$ cat config.mk
export PLATFORM = sky130hd
export DESIGN_NAME = pcie_ss_err_report_seq
export DESIGN_NICKNAME = d
export VERILOG_FILES = /design/src/rtl/pcie_ss_err_report_seq.sv
export SDC_FILE = /design/constraint.sdc
export NUM_CORES = 1
export LEC_CHECK = 0
export BUFFER_PORTS_ARGS = -buffer_cell sky130_fd_sc_hd__buf_2
export CORE_MARGIN = 2
export CORE_UTILIZATION = 45
export DETAILED_ROUTE_END_ITERATION = 7
export PLACE_DENSITY = 0.74
export REMOVE_ABC_BUFFERS = 1
export SLEW_MARGIN = 40
export SYNTH_ARGS = -nofsm -noshare
export SYNTH_HDL_FRONTEND = slang
export SYNTH_SLANG_ARGS = --single-unit
$ cat constraint.sdc
create_clock -name clk -period 6.3 [get_ports clk]
set_clock_uncertainty 0.2 [all_clocks]
set_input_delay 0.63 -clock clk [delete_from_list [all_inputs] [get_ports clk]]
set_output_delay 0.63 -clock clk [all_outputs]
set_load 0.02 [all_outputs]
$ cat src/rtl/pcie_ss_err_report_seq.sv
`default_nettype none
// +---------------------------------------------------------------------------+
// | pcie_ss_err_report_seq: queues error events and replays each one as a    |
// | six-write CSR sequence (4 header dwords, error code, ERROR_GEN_CTL).      |
// | Revision: 1.0                                                             |
// +---------------------------------------------------------------------------+
module pcie_ss_err_report_seq #(
  parameter int                DEPTH     = 4,
  parameter int                ADDR_W    = 20,
  parameter int                HDR_W     = 128,
  parameter int                PF_W      = 3,
  parameter int                VF_W      = 11,
  parameter logic [ADDR_W-1:0] HDR_BASE  = ADDR_W'(20'h100),
  parameter logic [ADDR_W-1:0] CODE_ADDR = ADDR_W'(20'h110),
  parameter logic [ADDR_W-1:0] CTL_ADDR  = ADDR_W'(20'h114),
  parameter int                CNT_W     = 16
) (
  input  logic              clk,
  input  logic              rst,
  input  logic              i_err_valid,
  input  logic [HDR_W-1:0]  i_err_hdr,
  input  logic [PF_W-1:0]   i_err_pf,
  input  logic [VF_W-1:0]   i_err_vf,
  input  logic              i_err_vf_active,
  input  logic [31:0]       i_err_code,
  output logic              o_wr_valid,
  output logic [ADDR_W-1:0] o_wr_addr,
  output logic [31:0]       o_wr_data,
  input  logic              i_wr_ready,
  input  logic              i_wr_done,
  input  logic [1:0]        i_wr_bresp,
  output logic              o_busy,
  output logic [CNT_W-1:0]  o_drop_cnt,
  output logic [CNT_W-1:0]  o_fail_cnt
);

  localparam int            AW       = $clog2(DEPTH);
  localparam logic [AW:0]   FULL_CNT = (AW+1)'(DEPTH);

  typedef enum logic [1:0] {
    S_IDLE = 2'd0,
    S_REQ  = 2'd1,
    S_RESP = 2'd2,
    S_POP  = 2'd3
  } state_t;

  logic [HDR_W-1:0]  fifo_hdr_q  [DEPTH];
  logic [PF_W-1:0]   fifo_pf_q   [DEPTH];
  logic [VF_W-1:0]   fifo_vf_q   [DEPTH];
  logic              fifo_vfa_q  [DEPTH];
  logic [31:0]       fifo_code_q [DEPTH];

  logic [AW-1:0]     wr_ptr_q, rd_ptr_q;
  logic [AW:0]       count_q, count_d;
  logic [CNT_W-1:0]  drop_q, fail_q;
  state_t            state_q;
  logic [2:0]        idx_q, idx_nxt;
  logic [HDR_W-1:0]  hdr_q;
  logic [31:0]       code_q, ctl_q;
  logic              wr_valid_q;
  logic [ADDR_W-1:0] wr_addr_q;
  logic [31:0]       wr_data_q;

  logic              fifo_full, fifo_empty, push, pop;
  logic [31:0]       head_ctl;

  function automatic logic [ADDR_W-1:0] addr_of(input logic [2:0] idx);
    case (idx)
      3'd4:    addr_of = CODE_ADDR;
      3'd5:    addr_of = CTL_ADDR;
      default: addr_of = HDR_BASE + ADDR_W'({idx[1:0], 2'b00});
    endcase
  endfunction

  function automatic logic [31:0] data_of(input logic [2:0] idx, input logic [HDR_W-1:0] hdr,
                                          input logic [31:0] code, input logic [31:0] ctl);
    case (idx)
      3'd0:    data_of = hdr[31:0];
      3'd1:    data_of = hdr[63:32];
      3'd2:    data_of = hdr[95:64];
      3'd3:    data_of = hdr[127:96];
      3'd4:    data_of = code;
      default: data_of = ctl;
    endcase
  endfunction

  // Full is judged on the pre-pop occupancy, so a push racing a pop at full is lost.
  assign fifo_full  = (count_q == FULL_CNT);
  assign fifo_empty = (count_q == '0);
  assign push       = i_err_valid && !fifo_full;
  assign pop        = (state_q == S_POP);
  assign idx_nxt    = idx_q + 3'd1;
  assign head_ctl   = {16'(fifo_vf_q[rd_ptr_q]), 8'(fifo_pf_q[rd_ptr_q]), 6'b0,
                       fifo_vfa_q[rd_ptr_q], 1'b1};

  always_comb begin
    count_d = count_q;
    if (push && !pop)
      count_d = count_q + (AW+1)'(1);
    else if (!push && pop)
      count_d = count_q - (AW+1)'(1);
  end

  always_ff @(posedge clk) begin
    if (push) begin
      fifo_hdr_q[wr_ptr_q]  <= i_err_hdr;
      fifo_pf_q[wr_ptr_q]   <= i_err_pf;
      fifo_vf_q[wr_ptr_q]   <= i_err_vf;
      fifo_vfa_q[wr_ptr_q]  <= i_err_vf_active;
      fifo_code_q[wr_ptr_q] <= i_err_code;
    end
  end

  always_ff @(posedge clk) begin
    if (rst) begin
      wr_ptr_q <= '0;
      rd_ptr_q <= '0;
      count_q  <= '0;
      drop_q   <= '0;
    end else begin
      count_q <= count_d;
      if (push)
        wr_ptr_q <= wr_ptr_q + AW'(1);
      if (pop)
        rd_ptr_q <= rd_ptr_q + AW'(1);
      if (i_err_valid && fifo_full && drop_q != {CNT_W{1'b1}})
        drop_q <= drop_q + CNT_W'(1);
    end
  end

  always_ff @(posedge clk) begin
    if (rst) begin
      state_q    <= S_IDLE;
      idx_q      <= '0;
      hdr_q      <= '0;
      code_q     <= '0;
      ctl_q      <= '0;
      wr_valid_q <= 1'b0;
      wr_addr_q  <= '0;
      wr_data_q  <= '0;
      fail_q     <= '0;
    end else begin
      case (state_q)
        S_IDLE: if (!fifo_empty) begin
          hdr_q      <= fifo_hdr_q[rd_ptr_q];
          code_q     <= fifo_code_q[rd_ptr_q];
          ctl_q      <= head_ctl;
          idx_q      <= 3'd0;
          wr_valid_q <= 1'b1;
          wr_addr_q  <= addr_of(3'd0);
          wr_data_q  <= fifo_hdr_q[rd_ptr_q][31:0];
          state_q    <= S_REQ;
        end
        S_REQ: if (i_wr_ready) begin
          wr_valid_q <= 1'b0;
          state_q    <= S_RESP;
        end
        S_RESP: if (i_wr_done) begin
          // A rejected write ends the sequence early so the trigger is never issued.
          if (i_wr_bresp != 2'b00) begin
            if (fail_q != {CNT_W{1'b1}})
              fail_q <= fail_q + CNT_W'(1);
            state_q <= S_POP;
          end else if (idx_q == 3'd5) begin
            state_q <= S_POP;
          end else begin
            idx_q      <= idx_nxt;
            wr_valid_q <= 1'b1;
            wr_addr_q  <= addr_of(idx_nxt);
            wr_data_q  <= data_of(idx_nxt, hdr_q, code_q, ctl_q);
            state_q    <= S_REQ;
          end
        end
        default: state_q <= S_IDLE;
      endcase
    end
  end

  assign o_wr_valid = wr_valid_q;
  assign o_wr_addr  = wr_addr_q;
  assign o_wr_data  = wr_data_q;
  assign o_busy     = !fifo_empty || (state_q != S_IDLE);
  assign o_drop_cnt = drop_q;
  assign o_fail_cnt = fail_q;

endmodule
`default_nettype wire

## Yosys cells after proc, flatten, opt, wreduce, memory -nomap -nowiden

Memories as Yosys holds them, arrays and structs flattened. A register that Yosys moved wholly into a read port is not among the register bits.
Cells that the tools add are included.

| word-level totals | value |
|---|---|
| bits in registers | 241 |
| memories | 5 |
| RAM bits | 700 |

| cells by class | value |
|---|---|
| multiplexer cells | 35 |
| equality and inequality tests | 17 |
| bitwise operators | 1 |
| add/subtract/negate cells | 8 |
| reduce and logical (&&, ||, !) cells | 23 |

Memories:

| memory | words | bits a word | read ports | clocked after Yosys merged registers in | write ports | line | source |
|---|---|---|---|---|---|---|---|
| fifo_hdr_q | 4 | 128 | 1 | 1 | 1 | 47 | `logic [HDR_W-1:0] fifo_hdr_q [DEPTH];` |
| fifo_code_q | 4 | 32 | 1 | 1 | 1 | 51 | `logic [31:0] fifo_code_q [DEPTH];` |
| fifo_vf_q | 4 | 11 | 1 | 1 | 1 | 49 | `logic [VF_W-1:0] fifo_vf_q [DEPTH];` |
| fifo_pf_q | 4 | 3 | 1 | 1 | 1 | 48 | `logic [PF_W-1:0] fifo_pf_q [DEPTH];` |
| fifo_vfa_q | 4 | 1 | 1 | 1 | 1 | 50 | `logic fifo_vfa_q [DEPTH];` |

Operators with widths:

| kind | number |
|---|---|
| case mux 32 bit (5 select lines) | 1 |
| two-way mux 32 bit | 4 |
| two-way mux 20 bit | 4 |
| case mux 32 bit (2 select lines) | 1 |
| case mux 20 bit (2 select lines) | 1 |
| adder 16 x 1 -> 16 bit (second input constant) | 2 |
| inequality test 16 bit (second input constant) | 2 |
| case mux 10 bit (2 select lines) | 1 |
| two-way mux 3 bit | 6 |
| two-way mux 2 bit | 7 |
| equality test 3 bit (second input constant) | 4 |
| adder 9 x 4 -> 10 bit (first input constant) | 1 |
| inequality test 2 bit (second input constant) | 5 |
| nonzero test 2 bit | 4 |
| two-way mux 1 bit | 7 |
| adder 3 x 1 -> 3 bit (second input constant) | 2 |
| equality test 3 x 2 -> 1 bit (second input constant) | 2 |
| zero test 3 bit | 2 |
| case mux 2 bit (3 select lines) | 1 |
| case mux 3 bit (2 select lines) | 1 |
| AND reduction 6 bit | 1 |
| logical AND 1 bit | 5 |
| AND reduction 5 bit | 1 |
| adder 2 x 1 -> 2 bit (second input constant) | 2 |
| other kinds (13) | 17 |

## Longest topological paths before layout

| logic depth | value |
|---|---|
| word-level depth | 7 |
| mapped depth | 10 |
| mapped depth without buffers | 8 |

## Worst setup path before layout

OpenSTA, ideal clock, no wires.

| timing path | value |
|---|---|
| path kind | in2reg |
| start | input i_err_valid |
| end | memory fifo_code_q[1][0] (enable) |
| path slack | 0.481 ns |
| cell stages on the path | 2 |
| buffers on the path | 0 |
| required time | 5.544 ns |
| setup time | 0.556 ns |
| arrival | 5.063 ns |
| path through | a21boi_1 and2_1 |

| on the way | value |
|---|---|
| cells in the longest elaborated chain, start to end | 3 |

RTL lines:

| what | line | source |
|---|---|---|
| start, declared | 20 | `input logic i_err_valid,` |
| logical AND 1 bit | 90 | `assign push = i_err_valid && !fifo_full;` |
| two-way mux 1 bit | 105 | `if (push) begin` |
| two-way mux 1 bit (implied by the code) | 110 | `fifo_code_q[wr_ptr_q] <= i_err_code;` |
| end, declared | 51 |  |

Every way passes these cells.

==> flow_metrics.py <==
metrics = {
    "sta": {
        "worst_pin_slew_ps": 828,
        "hold_ws_ps": 16.6,
        "timing.final.crit_share_pct": 49.6,
        "setup_viol": 0,
        "slew_headroom_pct": 44.7,
        "min_period_ps": 3130,
        "fmax_mhz": 320,
        "drv_slew": 0,
        "hold_violations": 0,
        "rsz0062_at_grt": "no",
    },
    "clock_network": {
        "cts.sinks": 958,
        "cts_resized": 0,
        "cts_setup_buffers": 0,
        "cts.path.max_buffers": 3,
        "clock_latency_ps": 650,
        "root_buffer": "clkbuf_16",
        "ctsHoldBuffers": 154,
        "cts_tree": "yes",
        "ctsHtreeMaxLevel": 3,
        "cts-buffers-inserted": 96,
        "clk_pin_slew_ps": 60,
    },
    "drt": {
        "drc_errors": 0,
        "wirelength_mm": 88.4,
        "top_layer_used": "met5",
        "drtPass1Iterations": 6,
        "via_count": 21800,
        "wl_met2_mm": 43.7,
        "avgViaCountPerCell": 5.64,
        "drtAntennaViolNets": 0,
        "wl_met1_mm": 34.9,
        "drtIter0Drc": 2096,
        "routedWlPerCell_um": 22.9,
        "wl_met3_mm": 7.86,
    },
    "floorplanning": {
        "die_h_um": 288,
        "start_util_pct": 45.3,
        "io_pins": 268,
        "dieArea_mm2": 0.0830,
        "core_mm2": 0.0802,
        "row_count": 104,
        "chipWidth_um": 288,
    },
    "power": {
        "irDropWorstVdd_uv": 355,
        "intPower_mw": 12.5,
        "pwr-share-clk_pct": 32.2,
        "power.switching_mw": 5.19,
        "power.density_mw_per_mm2": 406,
        "swShare_pct": 29.4,
        "power.leakage_nw": 14.7,
        "power_mw": 17.7,
        "combPwrFrac_pct": 20.3,
        "pwr-share-seq_pct": 47.6,
    },
    "yosys": {
        "synth-async-reset-ratio_pct": 0,
        "synthFlopType": "edfxtp_1",
        "syn_area_mm2": 0.0363,
        "synth_edf_count": 700,
        "seq_area_frac_synth_pct": 72.1,
        "yosysUniqueCellTypes": 60,
        "synth_seq_cells": 958,
        "syn-instance-count": 2340,
        "synth_warnings": 0,
        "syn_avg_cell_area_um2": 15.5,
    },
    "worst_setup_path": {
        "r2r_slack_ps": 3170,
        "critPathKind": "reg -> reg",
        "crit_fanout": 27,
        "rr_endpoint": "o_wr_data[9]$_SDFFE_PP0P_",
        "critical_path_required_ps": 6600,
        "rr_worst_depth": 7,
        "arrival_ps": 3430,
        "end_kind": "register",
        "r2r-start": "o_wr_addr[2]$_SDFFE_PP0P_",
        "cp-start-kind": "register",
    },
    "global_routing": {
        "globalRouteOverflowTotal": 0,
        "grt_pass1_wl_mm": 134,
        "grt_max_degree": 98,
        "grt_pass1_vias": 22300,
        "antenna_found_initial": 13,
        "gr-usage-all-layers_pct": 21.3,
    },
    "cells_and_area": {
        "postLayoutCellArea_mm2": 0.0435,
        "area_growth_pct": 19.8,
        "post-route-util_pct": 54.3,
        "fin_nets": 2921,
        "nFillCells": 6261,
        "drive_above_1_share_pct": 22.4,
        "final_cells": 3869,
    },
    "hold_path": {
        "worstHoldEndpoint": "fifo_hdr_q[1][47]$_DFFE_PP_",
        "hold_class": "in -> reg",
        "holdCritStartpoint": "i_err_hdr[47]",
        "min_path_cells": 1,
    },
    "placed_design": {
        "placed_area_mm2": 0.0387,
        "io_buffers": 251,
        "place_inst": 3532,
        "hpwlAfterDp_mm": 53.4,
        "finalWeightedCongestion": 0.820,
    },
    "outcome": {
        "status": "complete, no violations",
    },
    "job": {
        "maxCapViolCount": 0,
    },
}
-- cells by family after synthesis --
group / after synthesis / synth area share [%]
mux: 181 / 11.0
other cells: 1 / 0.0103
compound gates: 363 / 6.21
buf+inv: 174 / 2.25
simple gates: 619 / 7.17
fa+ha+maj: 13 / 0.469
flops: 958 / 72.1
xor+xnor: 31 / 0.768
-- worst max path at each step --
stage                         startpoint                     endpoint  slack [ps]
2_1_floorplan                   register    o_wr_data[0]$_SDFFE_PP0P_        -390
3_3_place_gp                 i_err_valid  fifo_hdr_q[0][60]$_DFFE_PP_        2950
3_5_place_dp   o_wr_addr[2]$_SDFFE_PP0P_   o_wr_data[25]$_SDFFE_PP0P_        3190
4_1_cts        o_wr_addr[2]$_SDFFE_PP0P_   o_wr_data[11]$_SDFFE_PP0P_        3140
5_1_grt        o_wr_addr[2]$_SDFFE_PP0P_    o_wr_addr[4]$_SDFFE_PP0P_        3020
6_report       o_wr_addr[2]$_SDFFE_PP0P_    o_wr_data[9]$_SDFFE_PP0P_        3170
-- power by group through the flow --
stage                     Combinational (mW)  Sequential (mW)  Clock (mW)
after floorplan                         2.24             8.57           0
after global placement                  3.32             8.47           0
after global routing                    3.93             8.50        6.02
after detailed placement                3.48             8.52           0
final                                   3.58             8.41        5.68
after CTS                               3.60             8.40        5.76
-- synthesized netlist by cell type (2+ instances only) --
master,number,area share [%]
a211oi_1,10,0.21
a21boi_0,6,0.12
a21o_1,2,0.041
a21oi_1,199,2.7
a221o_1,15,0.41
a221oi_1,18,0.43
a222oi_1,8,0.22
a22o_1,8,0.19
a22oi_1,47,0.97
a311oi_1,3,0.072
a31oi_1,4,0.069
and2_1,5,0.086
and3_1,5,0.086
and4_1,4,0.096
buf_1,16,0.17
buf_2,51,0.70
buf_4,24,0.50
clkbuf_1,75,0.78
dfxtp_1,258,14
edfxtp_1,700,58
ha_1,12,0.41
inv_1,6,0.062
mux2i_1,5,0.14
mux4_2,175,11
nand2_1,405,4.2
nand2b_1,2,0.034
nand3_1,57,0.79
nand4_1,11,0.19
nand4b_1,2,0.048
nor2_1,94,0.97
nor2b_1,3,0.052
nor3_1,12,0.17
nor4_1,2,0.034
o211ai_1,2,0.041
o21ai_0,35,0.48
or2_2,3,0.052
or3_1,5,0.086
xnor2_1,10,0.24
xor2_1,20,0.48
-- metal layers --
| layer | GRT usage, % | up-vias |
|---|---|---|
| met5 | 0 | - |
| met4 | 5.53 | 16 |
| met3 | 4.48 | 165 |
| met2 | 35.1 | 1009 |
| met1 | 29.0 | 11000 |
| li1 | - | 9661 |
-- cells in the final DEF (no fill, tap or decap), types with 16 or more instances in the layout --
master and instances:
nand3_1 56, a21oi_1 198, a22oi_1 47, edfxtp_1 700
o21ai_0 35, conb_1 16, dlygate4sd3_1 154, xor2_1 19
a221oi_1 18, nor2_1 92, mux4_2 175, dfxtp_1 254
clkbuf_16 98, nand2_1 404, buf_2 250, buf_4 17
clkbuf_1 31
-- area by class of cell --
class / count / area (µm²) / area share [%]
multi-input cells: 1223 / 9500 / 21.8
repair buffers: 441 / 3290 / 7.56
diodes: 3 / 7.51 / 0.0173
inverters: 6 / 22.5 / 0.0518
clock buffers: 142 / 2740 / 6.30
well taps: 1060 / 1330 / 3.05
flip-flops and latches: 958 / 26200 / 60.2
clock inverters: 36 / 417 / 0.958
-- registers in the layout, summed over array words and instances (netlist names), 32 cells and up, named ones only --
signal	cells
fifo_hdr_q	512
fifo_vf_q	44
fifo_code_q	128
hdr_q	128
code_q	32
o_wr_data	32
-- stage by stage --
stage                     setup slack (ps)  setup TNS, ps
after floorplan                       -395         -33810
after global placement                2950              0
after detailed placement              3190              0
after CTS                             3140              0
after global routing                  3020              0
final                                 3170              0
-- critical path, stage by stage (launching register included) --
cell,delay [ps]
dfxtp_1,490
ha_1,430
xor2_4,690
buf_4,460
o21ai_0,160
a221o_1,340
a22oi_1,150
nor2_1,60
No activity file was read; power rests on OpenSTA's default activity.
